<file path="config.mk">
export PLATFORM = sky130hd
export DESIGN_NAME = uart_tx_serializer
export DESIGN_NICKNAME = d
export VERILOG_FILES = /design/src/rtl/uart_tx_serializer.sv
export SDC_FILE = /design/constraint.sdc
export NUM_CORES = 1
export LEC_CHECK = 0
export CORE_ASPECT_RATIO = 0.7
export CORE_UTILIZATION = 58
export DETAILED_ROUTE_END_ITERATION = 16
export GPL_ROUTABILITY_DRIVEN = 0
export MAX_ROUTING_LAYER = met4
export PLACE_DENSITY = 0.8
export SLEW_MARGIN = 15
export SYNTH_ARGS = -nofsm -noshare
export SYNTH_HDL_FRONTEND = slang
export SYNTH_SLANG_ARGS = --single-unit
</file>
<file path="constraint.sdc">
create_clock -name i_clk -period 5.3 [get_ports i_clk]
set_input_delay 1.06 -clock i_clk [delete_from_list [all_inputs] [get_ports i_clk]]
set_output_delay 1.06 -clock i_clk [all_outputs]
set_load 0.01 [all_outputs]
</file>
<file path="src/rtl/uart_tx_serializer.sv">
// uart_tx_serializer: pops bytes from the single-entry TX FIFO and sends each
// as an 8N1 frame (start 0, 8 data bits LSB first, stop 1).
//
// Optional feature macro: UART_TX_PARITY_EN
//   defined   -> a parity bit is inserted between the data and the stop bit
//                (even parity, or odd when PARITY_ODD=1); frame is 11 bits
//   undefined -> plain 8N1, no parity state or register; PARITY_ODD is ignored
//
// Parameters:
//   CLKS_PER_BIT  clock cycles per bit (>= 2)
//   PARITY_ODD    parity sense when parity is enabled (0 even, 1 odd)
//
// Ports:
//   i_clk             system clock, rising edge
//   i_rst_n           asynchronous active-low reset
//   i_fifo_not_empty  FIFO holds a byte; i_fifo_data valid while high
//   i_fifo_data       byte at FIFO head
//   o_fifo_rd_en      registered one-cycle pop strobe
//   o_tx_serial       registered serial line, idles high
//   o_tx_active       high while a frame is on the line
//   o_tx_done         one-cycle pulse on the last cycle of the stop bit

module uart_tx_serializer #(
    parameter int unsigned CLKS_PER_BIT = 217,
    parameter int unsigned PARITY_ODD   = 0
) (
    input  logic       i_clk,
    input  logic       i_rst_n,
    input  logic       i_fifo_not_empty,
    input  logic [7:0] i_fifo_data,
    output logic       o_fifo_rd_en,
    output logic       o_tx_serial,
    output logic       o_tx_active,
    output logic       o_tx_done
);

    localparam int unsigned DATA_W = 8;
    localparam int unsigned IDX_W  = 3;
    localparam int unsigned CNT_W  = (CLKS_PER_BIT > 1) ? $clog2(CLKS_PER_BIT) : 1;
    localparam logic [CNT_W-1:0] CNT_LAST = CNT_W'(CLKS_PER_BIT - 1);
    localparam logic [IDX_W-1:0] IDX_LAST = IDX_W'(DATA_W - 1);

    // Elaboration-time parameter legality
    if (CLKS_PER_BIT < 2) begin : g_bad_clks_per_bit
        $error("uart_tx_serializer: CLKS_PER_BIT must be >= 2");
    end
    if (PARITY_ODD > 1) begin : g_bad_parity_odd
        $error("uart_tx_serializer: PARITY_ODD must be 0 or 1");
    end

    typedef enum logic [2:0] {
        S_IDLE,
        S_START,
        S_DATA,
`ifdef UART_TX_PARITY_EN
        S_PARITY,
`endif
        S_STOP
    } state_e;

    state_e              state_q, state_d;
    logic [CNT_W-1:0]    clk_cnt_q, clk_cnt_d;
    logic [IDX_W-1:0]    bit_idx_q, bit_idx_d;
    logic [DATA_W-1:0]   shift_q, shift_d;
    logic                rd_en_q, rd_en_d;
    logic                serial_q, serial_d;
    logic                active_q, active_d;
    logic                done_q, done_d;
    logic                bit_end;

`ifdef UART_TX_PARITY_EN
    localparam logic PAR_INV = (PARITY_ODD != 0);
    logic                parity_q, parity_d;
`endif

    assign bit_end = (clk_cnt_q == CNT_LAST);

    // Next-state, datapath and output computation
    always_comb begin
        state_d   = state_q;
        clk_cnt_d = clk_cnt_q;
        bit_idx_d = bit_idx_q;
        shift_d   = shift_q;
        rd_en_d   = 1'b0;
`ifdef UART_TX_PARITY_EN
        parity_d  = parity_q;
`endif

        case (state_q)
            S_IDLE: begin
                clk_cnt_d = '0;
                bit_idx_d = '0;
                if (i_fifo_not_empty) begin
                    // Byte is captured here; the pop lands the following cycle
                    shift_d = i_fifo_data;
                    rd_en_d = 1'b1;
                    state_d = S_START;
`ifdef UART_TX_PARITY_EN
                    parity_d = (^i_fifo_data) ^ PAR_INV;
`endif
                end
            end

            S_START: begin
                if (bit_end) begin
                    clk_cnt_d = '0;
                    state_d   = S_DATA;
                end else begin
                    clk_cnt_d = clk_cnt_q + CNT_W'(1);
                end
            end

            S_DATA: begin
                if (bit_end) begin
                    clk_cnt_d = '0;
                    shift_d   = {1'b0, shift_q[DATA_W-1:1]};
                    bit_idx_d = bit_idx_q + IDX_W'(1);
                    if (bit_idx_q == IDX_LAST) begin
`ifdef UART_TX_PARITY_EN
                        state_d = S_PARITY;
`else
                        state_d = S_STOP;
`endif
                    end
                end else begin
                    clk_cnt_d = clk_cnt_q + CNT_W'(1);
                end
            end

`ifdef UART_TX_PARITY_EN
            S_PARITY: begin
                if (bit_end) begin
                    clk_cnt_d = '0;
                    state_d   = S_STOP;
                end else begin
                    clk_cnt_d = clk_cnt_q + CNT_W'(1);
                end
            end
`endif

            S_STOP: begin
                if (bit_end) begin
                    clk_cnt_d = '0;
                    state_d   = S_IDLE;
                end else begin
                    clk_cnt_d = clk_cnt_q + CNT_W'(1);
                end
            end

            default: begin
                state_d   = S_IDLE;
                clk_cnt_d = '0;
                bit_idx_d = '0;
            end
        endcase

        // Outputs are registered from the next state so they line up with state_q
        serial_d = 1'b1;
        case (state_d)
            S_START:  serial_d = 1'b0;
            S_DATA:   serial_d = shift_d[0];
`ifdef UART_TX_PARITY_EN
            S_PARITY: serial_d = parity_d;
`endif
            default:  serial_d = 1'b1;
        endcase
        active_d = (state_d != S_IDLE);
        done_d   = (state_d == S_STOP) && (clk_cnt_d == CNT_LAST);
    end

    // State and output registers
    always_ff @(posedge i_clk or negedge i_rst_n) begin
        if (!i_rst_n) begin
            state_q   <= S_IDLE;
            clk_cnt_q <= '0;
            bit_idx_q <= '0;
            shift_q   <= '0;
            rd_en_q   <= 1'b0;
            serial_q  <= 1'b1;
            active_q  <= 1'b0;
            done_q    <= 1'b0;
`ifdef UART_TX_PARITY_EN
            parity_q  <= 1'b0;
`endif
        end else begin
            state_q   <= state_d;
            clk_cnt_q <= clk_cnt_d;
            bit_idx_q <= bit_idx_d;
            shift_q   <= shift_d;
            rd_en_q   <= rd_en_d;
            serial_q  <= serial_d;
            active_q  <= active_d;
            done_q    <= done_d;
`ifdef UART_TX_PARITY_EN
            parity_q  <= parity_d;
`endif
        end
    end

    assign o_fifo_rd_en = rd_en_q;
    assign o_tx_serial  = serial_q;
    assign o_tx_active  = active_q;
    assign o_tx_done    = done_q;

endmodule

</file>
==> run metrics, run 1 <==
Filler cells 158; hold-fix buffers at CTS 0; RSZ-0062 raised after global routing no; Synth area leader dfrtp_1; Die Height 41.6 um; Core Region 1980 um2; CP Launch Type register; Area after DPL 1460 um2; critical path, cell by cell clkdlybuf4s50_1; Final setup viols 0; drt total wl about 2600 um; total CTS buffers 3; die width 58.5 um; M2 GR Usage between 30 and 40%; Syn Std Cell Area between 1000 and 1500 um2; Post-DP HPWL between 1500 and 2000 um; Max rail drop VDD 0.000193 V; Max Transition Viols Final 0; status complete, no violations; largest net degree at the start of global routing 27; Max stage delay on crit path 540 ps; Min Hold Slack 504 ps; grt total ovfl 0; Slowest-stage cell, CP dfstp_2; clock root cell clkbuf_4; number of global-route vias before repair roughly 940; Slew HR 63.4%; f_max just over 400 MHz; global-route wire length before repair 4200 um; critical path capture point type output port; number of nets in the layout 157; most frequent cell after synthesis dfrtp_1; GR Util met3 under 10%; YS warnings 0; PortBufs 14; Post-CTS Setup Bufs 0; area delta synth->final 14.6%; pre-CTS WS 2620 ps; share of layout cells above drive strength 1 between 10% and 20%; CP arrival 1390 ps; WP data required 4240 ps; Clock Sinks 26; Top Usage Layer GRT met2; CTS tree yes; syn_nets 142; initial antenna violation count 0; Vias per Instance roughly 5.6; DRT iter0 DRCs 50; Synth Area per Inst 10.2 um2; Power Dens Cells 242 nW/um2; Synth top area share 48.2%; post-CTS sizing 0; Synth Instances 127; CP top delay family flip-flops; critical-path maximum fanout 1; Ant. Diodes 0; row cnt 13; GRT Resource Usage Total around a quarter; DRC 0; setup TNS 0 ps; Post-synth EDFFs 0; maximum clock path buffer count 2; Yosys cell types 40; Slew @ Worst Pin roughly 550 ps; worst path bufs/invs 1; Leakage 0.645 nW; Clock Latency Late Sink 330 ps; drt wl/cell roughly 15 um; detailed-router iteration count before antenna repair 4; Final Core Density 74.9%; Final Hold Viols 0; clk_skew 11.8 ps; FF+latch count, synth 26; clock-pin slew on the worst setup and hold paths 140 ps; Vias 958; ys flop type dfrtp_1; most frequent cells after synthesis 25 x dfrtp_1, 20 x nand2_1, 12 x nor2_1, 7 x o21ai_0, 6 x a22oi_1; Die Footprint 2430 um2; critical path class register to output port; Initial Util 65.4%; Design Area, Final 1490 um2; post-route setup slack 2850 ps; min cycle time layout ~2400 ps; Async SR Flop Fraction 100%; grt met1 use 34.3%; maxcap violations 0; synth top area cells dfrtp_1 48%, nand2_1 5.8%, ha_1 3.9%; post-route clock period utilization 46.2%; H-tree lvl count 1; Seq/Total Area, Yosys 50.2%; Hold Path Class register to register; Final ANT Viol Nets 0; I/O pin total 15
-- cell families (layout without fill, tap and decap cells) --
kind of cell	after synthesis	after routing	share of synthesized area (%)
XOR/XNOR	6	6	4.05
adder cells (fa/ha/maj)	4	4	3.86
multiplexers	4	4	3.18
buffers and inverters	9	23	3.28
flip-flops	26	26	50.2
other	1	1	0.289
AO/OA/AOI/OAI	22	22	12.7
AND/OR/NAND/NOR	55	55	22.4
-- final cells by class --
class                      count  area (um2)  area share, %
multi-input combinational     92         603           40.6
sequential                    26         652           43.9
timing repair buffer          15         143           9.60
tap                           30        37.5           2.53
clock buffer                   4        36.3           2.44
inverter                       4        15.0           1.01
-- placed cells by master, fill, tap and decap left out, types with 3 or more instances in the layout --
cell	n
clkdlybuf4s50_1	13
dfrtp_1	25
xor2_1	3
a22oi_1	6
xnor2_1	3
nor2_1	12
mux2i_1	3
clkbuf_4	3
ha_1	4
nand3_1	5
nand2_1	20
o21ai_0	7
inv_1	4
-- sequential cells by signal, summed over array words and instances (netlist names) --
signal and count:
o_tx_active 1, o_tx_serial 1, clk_cnt_q 8, o_tx_done 1
state_q 3, shift_q 8, bit_idx_q 3, o_fifo_rd_en 1
-- through the flow --
step | power [mW] | std cells
after global placement | 0.261 | 167
after floorplan | 0.242 | 127
after global routing | 0.375 | 171
final | 0.360 | 171
after detailed placement | 0.264 | 167
after CTS | 0.363 | 171
-- final timing paths --
kind	cells past startpoint	from	to	slack (ps)
max reg2reg	7	clk_cnt_q[0]$_DFF_PN0_	o_tx_done$_DFF_PN0_	3210
max	1	o_tx_serial$_DFF_PN1_	o_tx_serial	2850
min in group asynchronous	1	i_rst_n	clk_cnt_q[2]$_DFF_PN0_	690
min	2	shift_q[6]$_DFFE_PN0P_	shift_q[6]$_DFFE_PN0P_	500
max in group asynchronous	1	i_rst_n	clk_cnt_q[0]$_DFF_PN0_	4240
min reg2reg	2	shift_q[6]$_DFFE_PN0P_	shift_q[6]$_DFFE_PN0P_	500
-- routing by layer --
metal	part of all wire [%]	wire, um
met2	45	1160
met1	49	1250
met5	0	0
met4	0.63	16
met3	5.1	130
-- power breakdown --
part / switching, mW / internal, mW / leakage, nW / total (mW)
sequential: 0.0102 / 0.212 / 0.339 / 0.222
combinational: 0.0191 / 0.0187 / 0.285 / 0.0378
clock: 0.0581 / 0.0421 / 0.0210 / 0.100
No activity file was read; power rests on OpenSTA's default activity.
==> run 2, diff against run 1 <==
--- a/config.mk
+++ b/config.mk
@@ -6,11 +6,11 @@
 export NUM_CORES = 1
 export LEC_CHECK = 0
 export CORE_ASPECT_RATIO = 0.7
-export CORE_UTILIZATION = 58
+export CORE_UTILIZATION = 49
 export DETAILED_ROUTE_END_ITERATION = 16
 export GPL_ROUTABILITY_DRIVEN = 0
 export MAX_ROUTING_LAYER = met4
-export PLACE_DENSITY = 0.8
+export PLACE_DENSITY = 0.72
 export SLEW_MARGIN = 15
 export SYNTH_ARGS = -nofsm -noshare
 export SYNTH_HDL_FRONTEND = slang
==> constraint.sdc (replaced) <==
create_clock -name i_clk -period 2.1 [get_ports i_clk]
set_input_delay 0.42 -clock i_clk [delete_from_list [all_inputs] [get_ports i_clk]]
set_output_delay 0.42 -clock i_clk [all_outputs]
set_load 0.01 [all_outputs]
==> run 2 against run 1 <==
Compared with the run above:
- combinational power rose to 2.7 times the previous value
- first-iteration DRC count increased to 2.5 times the previous value
- global-route usage shrank 4.7 points
- critical path depth rose by 5
- flip-flop and latch count is the same
- hold slack got worse by 16 ps
- die area increased by 18%
- worst setup slack worse by 2800 ps
- final area grew 5.5%
- critical endpoint is now o_tx_active$_DFF_PN0_
- largest cell class unchanged
==> run metrics, run 2 (synthesis gave the netlist of run 1 again) <==
status complete, no violations; Max Transition Viols Final 0 (unchanged); Slowest-stage cell, CP dfrtp_1; H-tree lvl count 1 (unchanged); PortBufs 14 (unchanged); Clock Latency Late Sink 270 ps (-60 ps); critical-path maximum fanout 7 (+6); Max stage delay on crit path 430 ps (-110 ps); I/O pin total 15 (unchanged); share of layout cells above drive strength 1 16.6% (+2.4 points); WP data required 2260 ps (-1980 ps); RSZ-0062 raised after global routing no; setup TNS 0 ps (unchanged); Slew @ Worst Pin 533 ps (-16.9 ps); post-route clock period utilization between 90 and 100%; global-route wire length before repair 4000 um (-4.6%); CP Launch Type register; drt total wl 2560 um (about the same); Max rail drop VDD 0.000465 V (+140%); clock power share 32.8% (+4.9 points); initial antenna violation count 0 (unchanged); largest net degree at the start of global routing 27 (unchanged); DRC 0 (unchanged); area delta synth->final 20.8%; maxcap violations 0 (unchanged); row cnt 15 (+2); most common cell after layout, fill and taps aside dfrtp_1; Reg power frac 56.8% (-4.8 points); overall power 981 uW (+170%); Power Dens Cells 626 nW/um2 (+160%); f_max 489 MHz; drt wl/cell 14.3 um (-4.5%); commonest cells after routing, fill and taps aside 25 x dfrtp_1, 20 x nand2_1, 14 x clkdlybuf4s50_1; Final Core Density 63.3% (-12 points); Final setup viols 0 (unchanged); Hold Path Class register to register; # placed instances 173 (+3.6%); Min Hold Slack 487 ps (-16.5 ps); internal power 755 uW (+180%); Die Footprint 2860 um2 (+18%); RR Startpoint clk_cnt_q[1]$_DFF_PN0_; detailed-router iteration count before antenna repair 4 (unchanged); clock root cell clkbuf_8; switching power 227 uW (+160%); Clock Sinks 26 (unchanged); R2R Setup Slk 50 ps (-3160 ps); Leakage 0.680 nW (+5.4%); GRT Resource Usage Total 19.2% (-4.7 points); sw frac 23.1% (-1.2 points); DRT iter0 DRCs 126 (+150%); CP arrival 2210 ps (+820 ps); hold_sp shift_q[3]$_DFFE_PN0P_; Post-Layout Cell Count 179 (+4.7%); Vias 973 (+1.6%); number of global-route vias before repair 905 (-3.2%); number of nets in the layout 161 (+2.5%); clock-pin slew on the worst setup and hold paths 90 ps (-50 ps); Die Height 45.1 um (+8.4%); Post-DP HPWL 1760 um (-8.6%); Initial Util 52.4% (-13 points); Final Hold Viols 0 (unchanged); maximum clock path buffer count 2 (unchanged); min cycle time layout 2050 ps; Slew HR 64.0% (+0.63 points); critical path class register to register; die width 63.5 um (+8.5%); Setup crit start clk_cnt_q[1]$_DFF_PN0_; Core Region 2480 um2 (+25%); Logic pwr share 10.4% (about the same); Ant. Diodes 0 (unchanged); grt total ovfl 0 (unchanged); critical path capture point type register; CTS tree yes; biggest regs clk_cnt_q (8), shift_q (8); total CTS buffers 3 (unchanged); Final ANT Viol Nets 0 (unchanged); clk_skew 2.69 ps (-9.11 ps); Vias per Instance 5.44 (-3.0%); critical path, cell by cell inv_1, ha_1, and4b_2, and3_4, mux2_2, or2_2
## run 2: worst paths after layout
check,endpoint,depth (start not counted)
worst max-delay path,o_tx_active$_DFF_PN0_,6
max in group asynchronous,o_tx_serial$_DFF_PN1_,2
worst min-delay path,shift_q[3]$_DFFE_PN0P_,2
worst min register to register,shift_q[3]$_DFFE_PN0P_,2
min in group asynchronous,clk_cnt_q[2]$_DFF_PN0_,2
worst max register to register,o_tx_active$_DFF_PN0_,6
## run 2: stage by stage
stage	instance area [um2]	setup slack (ps)
after floorplan	1300	232
after global placement	1480	128
after detailed placement	1480	83.4
after CTS	1530	45.8
after global routing	1570	0.128
final	1570	53.9
## run 2: repair_timing
action,CTS,global route
buffers inserted,0,2
gates resized for setup,0,3
hold buffers,0,0
endpoints found under the setup margin,0,2
hold endpoints to repair,0,0
## run 2: final cells by class
class                      instances  area, um2
clock buffer                       4       55.1
fill                             198        910
inverter                           4       15.0
multi-input combinational         92        626
sequential                        26        652
tap                               34       42.5
timing repair buffer              19        178
## run 2: routing by layer
layer / GRT usage (%) / part of all wire [%]
met5: - / 0
met2: 31.1 / 48
met3: 5.81 / 6.5
met1: 24.3 / 44
met4: 4.09 / 0.67
## run 2: worst max-delay path, delay by kind of cell (launching register included)
family	cells	cell delay [ps]
adders and majority gates	1	160
buffers and inverters	1	90
DFF	1	430
muxes	1	380
and+or+nand+nor	3	870
## run 2: power groups by stage
stage / registers (mW) / logic (mW) / clock network (mW)
final: 0.557 / 0.103 / 0.322
after global routing: 0.562 / 0.114 / 0.346
after CTS: 0.557 / 0.101 / 0.327
after detailed placement: 0.567 / 0.101 / 0
after global placement: 0.564 / 0.0967 / 0
after floorplan: 0.561 / 0.0498 / 0
